`src/rtl/shader_trace_pkg.sv`:
```
// Shared encodings for the shader trace buffer: FSM states, stamp width, capture modes.
package shader_trace_pkg;

  typedef enum logic [1:0] {
    ST_IDLE    = 2'd0,
    ST_ARMED   = 2'd1,
    ST_CAPTURE = 2'd2,
    ST_DONE    = 2'd3
  } trace_state_e;

  localparam int   STAMP_W   = 16;
  localparam logic MODE_STOP = 1'b0;
  localparam logic MODE_WRAP = 1'b1;

endpackage

```
`src/rtl/trace_ring_mem.sv`:
```
// DEPTH-entry circular store with registered head output, occupancy count and
// optional overwrite-oldest when a write arrives while full.
module trace_ring_mem #(
  parameter int DEPTH = 16,
  parameter int W     = 8
) (
  input  logic                     clk,
  input  logic                     rst_n,
  input  logic                     clr,
  input  logic                     wr_en,
  input  logic [W-1:0]             wr_data,
  input  logic                     rd_pop,
  input  logic                     wrap,
  output logic                     rd_valid,
  output logic [W-1:0]             rd_data,
  output logic [$clog2(DEPTH):0]   count,
  output logic                     full
);
  localparam int AW = $clog2(DEPTH);
  localparam logic [AW:0] FULL_CNT = (AW+1)'(DEPTH);

  logic [W-1:0]  mem [DEPTH];
  logic [AW-1:0] wr_ptr_q, wr_ptr_d, rd_ptr_q, rd_ptr_d;
  logic [AW:0]   count_q, count_d;
  logic [W-1:0]  rd_data_q, rd_data_d;
  logic          push, pop;

  always_comb begin
    full      = (count_q == FULL_CNT);
    pop       = rd_pop && (count_q != '0);
    push      = wr_en && (!full || pop || wrap);
    wr_ptr_d  = wr_ptr_q;
    rd_ptr_d  = rd_ptr_q;
    count_d   = count_q;
    rd_data_d = rd_data_q;
    if (clr) begin
      wr_ptr_d  = '0;
      rd_ptr_d  = '0;
      count_d   = '0;
      rd_data_d = '0;
    end else begin
      if (push) wr_ptr_d = wr_ptr_q + 1'b1;
      // Overwrite on full drops the oldest entry, so the head moves too.
      if (pop || (push && full)) rd_ptr_d = rd_ptr_q + 1'b1;
      if (push && !pop && !full) count_d = count_q + 1'b1;
      else if (pop && !push)     count_d = count_q - 1'b1;
      // Bypass so a write landing on the new head is visible one cycle later.
      if (push && (wr_ptr_q == rd_ptr_d)) rd_data_d = wr_data;
      else                                rd_data_d = mem[rd_ptr_d];
    end
  end

  always_ff @(posedge clk) begin
    if (push && !clr) mem[wr_ptr_q] <= wr_data;
  end

  always_ff @(posedge clk or negedge rst_n) begin
    if (!rst_n) begin
      wr_ptr_q  <= '0;
      rd_ptr_q  <= '0;
      count_q   <= '0;
      rd_data_q <= '0;
    end else begin
      wr_ptr_q  <= wr_ptr_d;
      rd_ptr_q  <= rd_ptr_d;
      count_q   <= count_d;
      rd_data_q <= rd_data_d;
    end
  end

  assign rd_valid = (count_q != '0);
  assign rd_data  = rd_data_q;
  assign count    = count_q;

endmodule

```
`src/rtl/shader_trace_buffer.sv`:
```
// PC-triggered retire trace capture into a circular buffer with stop/wrap modes.
// Define TRACE_TIMESTAMP_EN to build the per-entry 16-bit cycle stamp.
module shader_trace_buffer
  import shader_trace_pkg::*;
#(
  parameter int PC_W     = 8,
  parameter int DATA_W   = 32,
  parameter int NUM_REGS = 4,
  parameter int DEPTH    = 16
) (
  input  logic                       clk,
  input  logic                       rst_n,
  input  logic                       arm,
  input  logic                       disarm,
  input  logic                       wrap_mode,
  input  logic [PC_W-1:0]            trig_pc,
  input  logic                       retire,
  input  logic [PC_W-1:0]            pc,
  input  logic [NUM_REGS*DATA_W-1:0] regs_flat,
  output logic                       rd_valid,
  input  logic                       rd_ready,
  output logic [PC_W-1:0]            rd_pc,
  output logic [NUM_REGS*DATA_W-1:0] rd_regs,
  output logic [15:0]                rd_stamp,
  output logic [$clog2(DEPTH):0]     count,
  output logic                       overflow,
  output logic [1:0]                 state
);
  localparam int RW    = NUM_REGS * DATA_W;
  localparam int CNT_W = $clog2(DEPTH) + 1;
`ifdef TRACE_TIMESTAMP_EN
  localparam int EW = PC_W + RW + STAMP_W;
`else
  localparam int EW = PC_W + RW;
`endif

  trace_state_e   state_q, state_d;
  logic           wrap_q, wrap_d;
  logic           overflow_q, overflow_d;
  logic           wr_en, clr, pop, full, will_fill;
  logic [EW-1:0]  wr_data, rd_data;

  always_comb begin
    state_d    = state_q;
    wrap_d     = wrap_q;
    overflow_d = overflow_q;
    wr_en      = 1'b0;
    clr        = 1'b0;
    pop        = rd_valid && rd_ready;
    will_fill  = (count == CNT_W'(DEPTH - 1)) && !pop;
    if (arm) begin
      state_d    = ST_ARMED;
      clr        = 1'b1;
      wrap_d     = wrap_mode;
      overflow_d = 1'b0;
    end else if (disarm) begin
      state_d = ST_DONE;
    end else begin
      case (state_q)
        ST_ARMED: if (retire && (pc == trig_pc)) begin
          wr_en   = 1'b1;
          state_d = ST_CAPTURE;
        end
        ST_CAPTURE: if (retire) begin
          wr_en = 1'b1;
          if (wrap_q == MODE_STOP && will_fill) state_d = ST_DONE;
        end
        default: ;
      endcase
      if (wr_en && full && !pop && wrap_q == MODE_WRAP) overflow_d = 1'b1;
    end
  end

`ifdef TRACE_TIMESTAMP_EN
  logic [STAMP_W-1:0] stamp_q, stamp_d;

  // Stamp counts cycles since arm; an entry records the value reached at its write edge.
  always_comb begin
    stamp_d = stamp_q;
    if (arm) stamp_d = '0;
    else if ((state_q == ST_ARMED || state_q == ST_CAPTURE) && stamp_q != '1)
      stamp_d = stamp_q + 1'b1;
  end

  always_ff @(posedge clk or negedge rst_n) begin
    if (!rst_n) stamp_q <= '0;
    else        stamp_q <= stamp_d;
  end

  assign wr_data  = {pc, regs_flat, stamp_d};
  assign rd_stamp = rd_data[STAMP_W-1:0];
`else
  assign wr_data  = {pc, regs_flat};
  assign rd_stamp = 16'h0000;
`endif

  always_ff @(posedge clk or negedge rst_n) begin
    if (!rst_n) begin
      state_q    <= ST_IDLE;
      wrap_q     <= MODE_STOP;
      overflow_q <= 1'b0;
    end else begin
      state_q    <= state_d;
      wrap_q     <= wrap_d;
      overflow_q <= overflow_d;
    end
  end

  trace_ring_mem #(
    .DEPTH (DEPTH),
    .W     (EW)
  ) u_ring (
    .clk      (clk),
    .rst_n    (rst_n),
    .clr      (clr),
    .wr_en    (wr_en),
    .wr_data  (wr_data),
    .rd_pop   (pop),
    .wrap     (wrap_q),
    .rd_valid (rd_valid),
    .rd_data  (rd_data),
    .count    (count),
    .full     (full)
  );

  assign rd_pc    = rd_data[EW-1 -: PC_W];
  assign rd_regs  = rd_data[EW-PC_W-1 -: RW];
  assign overflow = overflow_q;
  assign state    = state_q;

endmodule

```
`config.mk`:
```
export PLATFORM = sky130hd
export DESIGN_NAME = shader_trace_buffer
export DESIGN_NICKNAME = d
export VERILOG_FILES = /design/src/rtl/shader_trace_pkg.sv /design/src/rtl/trace_ring_mem.sv /design/src/rtl/shader_trace_buffer.sv
export SDC_FILE = /design/constraint.sdc
export NUM_CORES = 2
export LEC_CHECK = 0
export CAP_MARGIN = 20
export CORE_ASPECT_RATIO = 0.75
export CORE_MARGIN = 1.5
export CORE_UTILIZATION = 40
export DETAILED_ROUTE_END_ITERATION = 10
export DONT_BUFFER_PORTS = 1
export SLEW_MARGIN = 20
export SYNTH_ARGS = -nofsm -noshare
export SYNTH_HDL_FRONTEND = slang
export SYNTH_SLANG_ARGS = --single-unit
```
`constraint.sdc`:
```
create_clock -name clk -period 17.55 [get_ports clk]
set_clock_uncertainty 0.1 [all_clocks]
set_input_delay 3.51 -clock clk [delete_from_list [all_inputs] [get_ports clk]]
set_output_delay 3.51 -clock clk [all_outputs]
set_load 0.01 [all_outputs]
```
==> results.toml <==
[setup_path]
crit_type = "in2reg"
critPathMaxFanout = 56
rr_worst_depth = 13
end_kind = "register"
worstPathArrival_ns = 9.44
crit_path_start_kind = "primary input"
critPathRequiredTime_ns = 18.29

[die]
die_area_mm2 = 0.2533
die_x_um = 580.6
fp.coreArea_mm2 = 0.2479
start_util = 0.4038
pin_count = 312
dieHeight_um = 436.2
rows = 158

[sta]
max_freq_mhz = 114.9
fin_ws_ns = 8.848
finalHoldViolCount = 0
hold_ws_ns = 0.4935
setup_viol = 0
worst_pin_slew_ns = 1.568
rsz0062_at_grt = "false"
slew_headroom = -0.04536
timing.final.max_slew_violations = 48
layout_min_cycle_time_ns = 8.702
tns_ns = 0
post-route-period-util = 0.4958

[finish]
drive_above_1_share = 0.07979
layout_common_cells = "edfxtp_1 (2176), mux2i_1 (835), o22ai_1 (406)"
areaGrowthSynthToFinish_pct = 10.74
final_common_cell = "edfxtp_1"
fillers = 21447
layout.nets = 6484

[placed_design]
portBuffers = 0
pre_cts_slack_ns = 7.996
dp_hpwl_mm = 156.6
place.gp.congestion = 0.7388

[flow_run]
maxCapViolations = 0

[synthesis]
synth_flop_cell = "edfxtp_1"
synthAdderAreaFrac = 0.001575
ys_async_sr_fraction = 0.06569
yosysTopAreaCell = "edfxtp_1"
syn_inst = 6565
synth-seq-area-share = 0.6911
synth-seq-cells = 2329
synth-edff-count = 2176
synth.area.top_cells = "edfxtp_1 (65%), mux2i_1 (8.4%), dfrtp_1 (3.8%), o221ai_1 (3.5%), a221o_1 (2.7%)"
synth_area_mm2 = 0.1001
synth-simple-area-share = 0.01678
synth_top_family_by_area = "compound AO/OA/AOI/OAI gates"
netlist.area_leader.share = 0.6528
synth_compound_area_frac = 0.1793
synthMuxAreaShare = 0.08407
synth_xor_area_frac = 0.002063
syn_avg_cell_area_um2 = 15.25
synth_warnings = 0
synthDistinctLibCells = 57

[outcome]
status = "finished with violations"
failed_checks = "max-slew violations"

[global_route]
first_global_vias = 64020
grt_usage = 0.2444
antenna_found_initial = 8
grt_max_degree = 195
overflow = 0
grt_pass1_wl_mm = 456.1

[detailed_routing]
firstDrtPassIters = 6
vias = 65030
ant_nets = 0
drt_iter0_drc = 7646
wirelength_mm = 320.2
drc = 0
routedWlPerCell_um = 32.67
vias_per_cell = 6.635

[worst_hold_path]
whs_path_depth = 2
hold_path.class = "reg2reg"

[power_and_ir_drop]
powerDensity_mw_per_mm2 = 159.4
peakVddDrop_uv = 260.1
leakage_nw = 35.10

[clock_tree]
cts_resized = 0
clk_latency_ns = 0.94
cts_num_sinks = 2329
clock_path_buffers = 4
root_buffer = "clkbuf_16"
clkTransAtPathRegs_ns = 0.07
cts_made_buffers = 233
h-tree-depth = 4
cts_setup_buffers = 0
cts_tree = "built"
hold_buffers = 0
-- state kept, by name, indices dropped and copies added, names as in the netlist --
signal,cells
u_ring.rd_ptr_q,4
wrap_q,1
u_ring.wr_ptr_q,4
state,2
overflow,1
u_ring.mem,2176
u_ring.rd_data,136
u_ring.count,5
-- final timing paths --
kind	to	slack, ns	from
hold reg to reg	overflow$_DFFE_PN0P_	0.49	overflow$_DFFE_PN0P_
hold / removal	overflow$_DFFE_PN0P_	0.49	overflow$_DFFE_PN0P_
setup / recovery	u_ring.rd_data[135]$_DFF_PN0_	8.85	pc[0]
max in group asynchronous	u_ring.rd_data[105]$_DFF_PN0_	14.72	rst_n
min in group asynchronous	u_ring.rd_data[61]$_DFF_PN0_	2.19	rst_n
setup reg to reg	u_ring.rd_data[135]$_DFF_PN0_	11.10	state[0]$_DFFE_PN0P_
-- cells by family (layout without fill, tap and decap cells) --
group / count (synthesis) / count (layout)
XOR/XNOR: 21 / 21
AND/OR/NAND/NOR: 376 / 376
multiplexers: 840 / 840
adder cells (fa/ha/maj): 12 / 12
other: 1 / 20
buffers and inverters: 634 / 571
flip-flops: 2329 / 2329
AO/OA/AOI/OAI: 2352 / 2352
-- final cells by class --
type / instances / area, µm² / share of cell area
antenna: 4 / 10.01 / 0.00009030
clock buffer: 320 / 6440 / 0.05810
clock inverter: 111 / 1111 / 0.01002
inverter: 8 / 37.54 / 0.0003386
multi-input combinational: 3617 / 28740 / 0.2593
sequential: 2329 / 69180 / 0.6241
tap: 3280 / 4104 / 0.03702
timing repair buffer: 132 / 1224 / 0.01104
-- through the flow --
step           power (mW)  area (µm²)    util  cells
3_3_place_gp        12.64      103300  0.4166   9366
6_report            17.66      110800  0.4471   9801
3_5_place_dp        12.71      103300  0.4166   9366
2_1_floorplan       10.70      100100       -   6580
5_1_grt             18.31      110800  0.4471   9799
4_1_cts             17.69      110800  0.4471   9797
-- where the power goes --
group	internal [mW]	switching (mW)	total [mW]
sequential	6.22	0.340	6.56
combinational	2.22	3.88	6.11
clock	2.84	2.16	5.00
total	11.3	6.38	17.7
-- critical path: stages --
cell and delay [ns]:
xor2_1 0.16, nor3_1 0.89, nand4_1 0.83, and3_4 0.59
nor2_4 0.84, buf_4 0.91, buf_4 0.81, a221o_1 0.22
a21oi_1 0.05, o22ai_1 0.31, a221o_1 0.19
-- synthesized netlist by cell type, types with 2 or more instances --
master    number
and4_1         2
inv_1          7
buf_1         53
clkbuf_1     501
o211ai_1       4
dfrtp_1      153
nor4_1         5
and3_1         3
xor2_1        11
a21oi_1      283
or4_1          3
o221ai_1     399
mux2i_1      835
nand4_1        3
buf_2         54
xnor2_1        8
o22ai_1      406
a32o_1         2
a211o_1      134
mux2_2         5
nor2b_1        4
o21ai_1        4
a221oi_1       9
nor2_1        39
nor3_1        11
a221o_1      270
a22oi_1      146
o21ai_0      143
buf_4         18
a31o_2         2
a22o_1       266
o22a_1       133
ha_1          11
edfxtp_1    2176
a21o_1         2
nand3_1      141
a211oi_1     137
nand2b_1       3
nand2_1      158
a31oi_1        4
-- layer usage --
layer / track usage / wire, µm
met5: 0 / 0
met4: 0.07113 / 9038
met3: 0.05483 / 31760
met2: 0.3870 / 146600
met1: 0.3366 / 132800
(Power assumes the default switching activity.)
